**src/rtl/draw_seq_pkg.sv**
```systemverilog
// Shared types and constants for the frame draw sequencer.
package draw_seq_pkg;

    typedef enum logic [2:0] {
        IDLE,
        SELECT,
        LOAD,
        DRAW,
        COL,
        COL_WAIT,
        INC,
        CHANGE
    } state_t;

    localparam int unsigned BLACK       = 0;
    localparam logic        PASS_ERASE  = 1'b0;
    localparam logic        PASS_COLOUR = 1'b1;

endpackage

```
**src/rtl/draw_window_counter.sv**
```systemverilog
// Free-running window counter: synchronous clear, increment enable, wraps at 2^CNT_W.
module draw_window_counter #(
    parameter int unsigned CNT_W = 20
) (
    input  logic             clk,
    input  logic             reset,
    input  logic             clear,
    input  logic             inc,
    output logic [CNT_W-1:0] count
);

    always_ff @(posedge clk or posedge reset) begin
        if (reset) begin
            count <= '0;
        end else if (clear) begin
            count <= '0;
        end else if (inc) begin
            count <= count + CNT_W'(1);
        end
    end

endmodule

```
**src/rtl/draw_sequencer.sv**
```systemverilog
// Frame sequencer: erase pass, logic step, colour pass; muxes one layer (or the
// override stream) onto the shared VGA write port.
module draw_sequencer
    import draw_seq_pkg::*;
#(
    parameter int unsigned NUM_LAYERS = 3,
    parameter int unsigned XW         = 10,
    parameter int unsigned CW         = 3,
    parameter int unsigned CNT_W      = 20
) (
    input  logic                        clk,
    input  logic                        reset,
    input  logic                        enable,
    input  logic [NUM_LAYERS-1:0]       erase_mask,
    input  logic [NUM_LAYERS-1:0]       draw_mask,
    input  logic [NUM_LAYERS*CNT_W-1:0] layer_delay,
    input  logic [CNT_W-1:0]            logic_delay,
    input  logic [NUM_LAYERS-1:0]       layer_done,
    input  logic [NUM_LAYERS*XW-1:0]    layer_x,
    input  logic [NUM_LAYERS*XW-1:0]    layer_y,
    input  logic [NUM_LAYERS*CW-1:0]    layer_colour,
    input  logic [NUM_LAYERS-1:0]       layer_en,
    input  logic                        ovr_active,
    input  logic [XW-1:0]               ovr_x,
    input  logic [XW-1:0]               ovr_y,
    input  logic [CW-1:0]               ovr_colour,
    input  logic                        ovr_en,
    input  logic                        clear_overrun,
    output logic [NUM_LAYERS-1:0]       layer_go,
    output logic                        logic_go,
    output logic                        inc_enable,
    output logic                        pass,
    output logic                        busy,
    output logic                        overrun,
    output logic [XW-1:0]               x,
    output logic [XW-1:0]               y,
    output logic [CW-1:0]               colour,
    output logic                        plot
);

    localparam int unsigned IW = (NUM_LAYERS > 1) ? $clog2(NUM_LAYERS) : 1;

    state_t                state_q;
    logic [IW-1:0]         idx_q;
    logic                  at_end_q;
    logic [CNT_W-1:0]      count;
    logic [NUM_LAYERS-1:0] mask;
    logic                  sel_found;
    logic [IW-1:0]         sel_idx;
    logic [NUM_LAYERS-1:0] sel_onehot;
    logic [CNT_W-1:0]      cur_delay;
    logic                  cur_done;
    logic [XW-1:0]         cur_x;
    logic [XW-1:0]         cur_y;
    logic [CW-1:0]         cur_colour;

    draw_window_counter #(
        .CNT_W (CNT_W)
    ) u_counter (
        .clk   (clk),
        .reset (reset),
        .clear ((state_q == LOAD) || (state_q == COL)),
        .inc   ((state_q == DRAW) || (state_q == COL_WAIT)),
        .count (count)
    );

    // Lowest enabled slot at or above idx; at_end means the last slot was already drawn.
    always_comb begin
        mask      = (pass == PASS_COLOUR) ? draw_mask : erase_mask;
        sel_found = 1'b0;
        sel_idx   = '0;
        for (int i = NUM_LAYERS - 1; i >= 0; i--) begin
            if (!at_end_q && (i >= int'(idx_q)) && mask[i]) begin
                sel_found = 1'b1;
                sel_idx   = IW'(i);
            end
        end
        sel_onehot = NUM_LAYERS'(1) << sel_idx;
    end

    always_comb begin
        cur_delay  = layer_delay[int'(idx_q)*CNT_W +: CNT_W];
        cur_done   = layer_done[idx_q];
        cur_x      = layer_x[int'(idx_q)*XW +: XW];
        cur_y      = layer_y[int'(idx_q)*XW +: XW];
        cur_colour = layer_colour[int'(idx_q)*CW +: CW];
    end

    assign busy = (state_q != IDLE);

    always_comb begin
        x      = cur_x;
        y      = cur_y;
        colour = cur_colour;
        plot   = 1'b0;
        if (ovr_active) begin
            x      = ovr_x;
            y      = ovr_y;
            colour = ovr_colour;
            plot   = ovr_en;
        end else if ((state_q == LOAD) || (state_q == DRAW)) begin
            plot = layer_en[idx_q];
            if (pass == PASS_ERASE) begin
                colour = CW'(BLACK);
            end
        end
    end

    always_ff @(posedge clk or posedge reset) begin
        if (reset) begin
            state_q    <= IDLE;
            pass       <= PASS_ERASE;
            idx_q      <= '0;
            at_end_q   <= 1'b0;
            overrun    <= 1'b0;
            layer_go   <= '0;
            logic_go   <= 1'b0;
            inc_enable <= 1'b0;
        end else begin
            layer_go   <= '0;
            logic_go   <= 1'b0;
            inc_enable <= 1'b0;

            // A tick arriving mid-frame is dropped; a simultaneous clear loses.
            if (enable && (state_q != IDLE)) begin
                overrun <= 1'b1;
            end else if (clear_overrun) begin
                overrun <= 1'b0;
            end

            case (state_q)
                IDLE: begin
                    if (enable && !ovr_active) begin
                        state_q  <= SELECT;
                        pass     <= PASS_ERASE;
                        idx_q    <= '0;
                        at_end_q <= 1'b0;
                    end
                end
                SELECT: begin
                    if (sel_found) begin
                        idx_q    <= sel_idx;
                        layer_go <= sel_onehot;
                        state_q  <= LOAD;
                    end else if (pass == PASS_ERASE) begin
                        logic_go <= 1'b1;
                        state_q  <= COL;
                    end else begin
                        state_q <= CHANGE;
                    end
                end
                LOAD: state_q <= DRAW;
                DRAW: begin
                    if ((count == cur_delay) || cur_done) begin
                        state_q <= SELECT;
                        if (idx_q == IW'(NUM_LAYERS - 1)) begin
                            at_end_q <= 1'b1;
                        end else begin
                            idx_q <= idx_q + IW'(1);
                        end
                    end
                end
                COL: state_q <= COL_WAIT;
                COL_WAIT: begin
                    if (count == logic_delay) begin
                        inc_enable <= 1'b1;
                        state_q    <= INC;
                    end
                end
                INC: state_q <= CHANGE;
                CHANGE: begin
                    pass <= ~pass;
                    if (pass == PASS_ERASE) begin
                        idx_q    <= '0;
                        at_end_q <= 1'b0;
                        state_q  <= SELECT;
                    end else begin
                        state_q <= IDLE;
                    end
                end
                default: state_q <= IDLE;
            endcase
        end
    end

endmodule

```
**config.mk**
```make
export PLATFORM = sky130hd
export DESIGN_NAME = draw_sequencer
export DESIGN_NICKNAME = d
export VERILOG_FILES = /design/src/rtl/draw_seq_pkg.sv /design/src/rtl/draw_window_counter.sv /design/src/rtl/draw_sequencer.sv
export SDC_FILE = /design/constraint.sdc
export NUM_CORES = 1
export LEC_CHECK = 0
export ABC_AREA = 0
export CAP_MARGIN = 5
export CORE_AREA = 2 2 91 84
export DETAILED_ROUTE_END_ITERATION = 10
export DIE_AREA = 0 0 93 86
export DONT_BUFFER_PORTS = 1
export GPL_ROUTABILITY_DRIVEN = 0
export GPL_TIMING_DRIVEN = 0
export PLACE_DENSITY = 0.73
export REMOVE_ABC_BUFFERS = 1
export SYNTH_ARGS = -nofsm -noshare
export SYNTH_HDL_FRONTEND = slang
export SYNTH_SLANG_ARGS = --single-unit
export TNS_END_PERCENT = 100
```
**constraint.sdc**
```tcl
create_clock -name clk -period 4.3 [get_ports clk]
set_clock_uncertainty 0.15 [all_clocks]
set_input_delay 0.645 -clock clk [delete_from_list [all_inputs] [get_ports clk]]
set_output_delay 0.645 -clock clk [all_outputs]
set_load 0.01 [all_outputs]
```
# Yosys cells after proc, flatten, opt, wreduce, memory -nomap -nowiden
# Index checks and enable logic that the tools add are counted.
# totals
reg_bits	33
out_inout_bits	32
wordCells	114
# op_classes
n_addsub	2
mul	3
magnitude_cmp	4
n_eq_ne	17
shift	5
mux	48
bitwise_logic	1
n_reduce_logical	25
# ops
cell	count
$shiftx 30x7->10	2
$shiftx 60x8->20	1
$eq 20x20->1	2
$mux 20	2
$mux 3	10
$pmux 3 s8	1
$add 20x1->20 const B	1
$mux 10	2
$mux 1	19
$mux 2	9
$eq 3x3->1 const B	4
$mul 2x3->5 const B	2
$shiftx 9x5->3	1
$logic_and 1x1->1	8
$ne 2x2->1 const B	4
$pmux 2 s4	1
$eq 3x2->1 const B	2
$ne 2x1->1 const B	3
$reduce_and 6->1	1
$reduce_bool 2->1	3
$reduce_bool 3->1	2
$reduce_and 5->1	1
$bmux 1 s2	2
$ge 1x2->1 const A	2
16 further kinds	20

# Logic depth before layout (Yosys ltp)
# depth
ltp_word	9
depth_mapped	11

# Modules after synthesis
# Synthesis repeated with hierarchy kept, for this count alone.
# unflattened
hier_cells	454
area_unflattened_um2	3707.3
# by_module_without_submodules
mod	instances	cells_each	area_per_inst_um2	seq_area_each_um2
draw_sequencer	1	351	2703.8	325.3
draw_window_counter	1	103	1003.5	500.5

# Worst setup path after synthesis
# No wires, ideal clock.
# synth_path
path_kind	register to register
start	register idx_q[0]
end	register idx_q[0]
arrival_time_ns	2.771
t_required_ns	4.023
slack_ns	1.251
path_stages_with_launch	12
path_cell_list	dfrtp_1 > buf_6 > buf_6 > clkbuf_1 > buf_1 > inv_1 > ha_1 > nor3b_1 > or3_1 > nor2_1 > a2111oi_2 > mux2_1
# synth_via
elab_chain_cells	8
elab_cells_between_ends	30
# synth_rtl
element	line	text
start, declared	draw_sequencer.sv:44	logic [IW-1:0] idx_q;
start signal, assigned	draw_sequencer.sv:142	idx_q <= sel_idx;
start signal, assigned	draw_sequencer.sv:159	idx_q <= idx_q + IW'(1);
branches (longest 8 deep; another with $mul 2x3->5)	--	
# Several ways; the timed one is not identified. The select of a mux whose other input is x is not followed.
# A chain may end at the register's enable or synchronous reset.

# Worst setup path after layout
# layout_path
start	register idx_q[1]
end	register idx_q[0]
# Same word-level chain as after synthesis.

==> reports/summary.txt <==
First-pass GRT wire length -> 17400 µm
Final period util -> 82.5%
R2R cell count -> 8
Mapped Area -> 3760 µm²
Die H -> 86 µm
Detail Route Antenna Nets -> 0
MaxCap Viol Count -> 0
Die Area -> 8000 µm²
CTS clk-pin slew, worst paths -> 0.08 ns
Critical Path Stages -> 8
Unique cell type count in the Yosys netlist -> 49
IO Pins -> 222
Footprint of the multi-input gates -> 2540 µm²
Post-DP HPWL -> 9630 µm
P&R area growth vs syn -> 3.23%
Most common library cells after synthesis -> inv_1 (58), nand2_1 (35), a21oi_1 (33), dfrtp_1 (33), nor2_1 (32)
# DRC -> 0
Number of synthesized flops with an enable pin -> 0
Fraction of layout cells with a size suffix above 1 -> 14.6%
Starting DRT DRC Count -> 255
Setup-failing EPs final -> 0
Final Max Tran Viols -> 0
Clock power share -> 13.6%
Internal power -> 0.00101 W
Leakage power -> 1.55 nW
Chip width -> 93 µm
Highest Signal Layer -> met4
Clk Latency, worst-skew pair -> 0.29 ns
Critical path launch point type -> flop
Fin Hold WS -> 0.204 ns
Hold Crit Class -> input pin to async pin
Initial antenna violation count -> 0
Outcome -> finished, final reports clean
Fill cells -> 655
Input/output buffers -> 0
Routed WL per cell -> 22.3 µm
Synthesized flop and latch total -> 33
Register area -> 827 µm²
Net count, final -> 643
Max-slew headroom -> 48.4%
Mapped Cells -> 468
Final Hold Vio Count -> 0
Switching power -> 0.000878 W
Share of the synthesized area in the top cell type -> 22.0%
Htree depth -> 2
Via density -> 6.68
Critical Path, Cell by Cell -> buf_16 -> nand2b_4 -> o32ai_1 -> o22ai_1 -> nor4_1 -> nand3_1 -> a2111oi_2 -> mux2_1
Delay-heaviest family, CP -> compound AO/OA/AOI/OAI gates
Clk sinks -> 33
CP max stage delay -> 0.85 ns
Hold_buf cts -> 0
Rows -> 29
PD cells -> 486 nW/µm²
Sw Share -> 46.5%
Total Routing Usage GR -> 28.5%
Wire length on met3 -> 807 µm
Sequential share of power -> 29.5%
Fmax -> 0.282 GHz
Setup crit start -> idx_q[1]$_DFFE_PP0P_
WS Path Type -> flop to flop
Crit path arrival time -> 3.57 ns
Worst Path Buf+Inv -> 1
N_diodes -> 0
Met2 routed WL -> 5980 µm
Vias in the first global route -> 3313
CTS root buf -> clkbuf_8
Drt first pass iters -> 5
CTS Buffer Depth -> 2
Top_reg_cell synth -> dfrtp_1
RR Startpoint -> idx_q[1]$_DFFE_PP0P_
CP max-delay cell -> dfrtp_1
Area leader, netlist -> dfrtp_1
Syn_area_per_cell -> 8.03 µm²
Largest net degree at the start of global routing -> 48
Routed wire length -> 12000 µm
PostCTS Resize Cnt -> 0
Total number of vias -> 3599
Metal-1 WL -> 4690 µm
Combinational share of power -> 56.9%
CTS tree -> yes
Sequential share of the synthesized area -> 22.0%
CTS Buf Count -> 5
Final core utilization -> 55.7%
Most common cell in the synthesized netlist -> inv_1
GRT overflow -> 0
Worst-path fanout max -> 30
Initial Utilization -> 54.0%
Ys async rst share -> 100%
Critical path required time -> 4.33 ns
Post-CTS setup buffer count -> 0
RSZ-0062 raised after global routing -> false
Nature of the critical path endpoint -> flop
Peak supply drop -> 0.000279 V
Top cells by area, synth -> dfrtp_1 (22%), xnor2_1 (7.0%), mux2_2 (6.6%), mux2i_1 (6.4%), inv_1 (5.8%)
Min Clock Period, post-route -> 3.55 ns
Core area -> 6970 µm²
Synthesis Warnings -> 0
Slew @ Worst Pin -> 0.774 ns
[sequential cells by signal, summed over array words and instances (netlist names)]
| signal | flops |
|---|---|
| at_end_q | 1 |
| u_counter.count | 20 |
| idx_q | 2 |
| overrun | 1 |
| inc_enable | 1 |
| pass | 1 |
| state_q | 3 |
| logic_go | 1 |
| layer_go | 3 |
[layer usage]
metal	global-route usage (%)	vias to the layer above
li1	-	1650
met1	35.4	1730
met2	47.7	191
met3	4.31	28
met4	15.1	0
met5	0	-
[area by class of cell]
type                       instances  share of cell area (%)
multi-input combinational        342                    65.5
clock inverter                     2                   0.355
tap                               93                    3.00
clock buffer                       6                    2.13
timing repair buffer               4                    1.90
inverter                          59                    5.77
sequential                        33                    21.3
[worst paths after layout]
path                                               end  slack [ns]
worst max-delay path              idx_q[0]$_DFFE_PP0P_        0.75
worst min-delay path            state_q[2]$_DFFE_PP0P_        0.20
worst max register to register    idx_q[0]$_DFFE_PP0P_        0.75
worst min register to register    at_end_q$_DFFE_PP0P_        0.42
max in group asynchronous         idx_q[0]$_DFFE_PP0P_        3.29
min in group clk                   overrun$_DFFE_PP0P_        0.32
[power by group through the flow]
stage,combinational [W],clock (W),sequential [W]
after global placement,0.000960,0,0.000598
final,0.00107,0.000256,0.000557
after detailed placement,0.00106,0,0.000561
after floorplan,0.000802,0,0.000544
after CTS,0.00107,0.000259,0.000553
after global routing,0.00117,0.000275,0.000571
[metrics by stage]
step           cell area (µm²)  total power (W)  instances  worst slack [ns]  TNS (ns)
2_1_floorplan             3590          0.00135        434           -0.0488   -0.0488
3_3_place_gp              3700          0.00156        527             -1.21    -15.13
3_5_place_dp              3780          0.00162        531             0.810         0
4_1_cts                   3880          0.00188        539             0.795         0
5_1_grt                   3880          0.00202        539             0.585         0
6_report                  3880          0.00189        539             0.754         0
[kinds of logic (layout without fill, tap and decap cells)]
logic type | Yosys count | after routing | share of synthesized area (%)
DFF | 33 | 33 | 22.0
buffers and inverters | 93 | 71 | 10.6
adders and majority gates | 8 | 8 | 2.66
muxes | 52 | 52 | 15.1
and+or+nand+nor | 121 | 121 | 15.6
AOI/OAI and AO/OA | 120 | 120 | 24.5
xor gates and xnor gates | 41 | 41 | 9.55
[cells in the final DEF (no fill, tap or decap), types with 2 or more instances in the layout]
cell | netlist | layout
mux2_4 | 3 | 3
nand3_1 | 11 | 11
inv_1 | 58 | 57
mux2i_1 | 24 | 24
a22o_1 | 3 | 3
nor2_1 | 32 | 32
mux2_2 | 22 | 22
mux2_1 | 3 | 3
o221a_2 | 15 | 15
dfrtp_1 | 33 | 32
nor4_1 | 5 | 5
xor2_1 | 11 | 11
a22oi_1 | 2 | 2
nand2_1 | 35 | 35
clkbuf_8 | 0 | 6
o21ai_0 | 13 | 13
or3_1 | 5 | 5
nor3b_1 | 2 | 2
nor2b_1 | 5 | 4
ha_1 | 8 | 8
o22ai_1 | 8 | 8
nand4_1 | 7 | 7
nor3_1 | 7 | 6
a21oi_1 | 33 | 33
and3_1 | 2 | 2
a221oi_1 | 22 | 22
and2_1 | 2 | 2
o32ai_1 | 15 | 15
xnor2_1 | 30 | 30
nand2b_1 | 3 | 3
No activity file was read; power rests on OpenSTA's default activity.
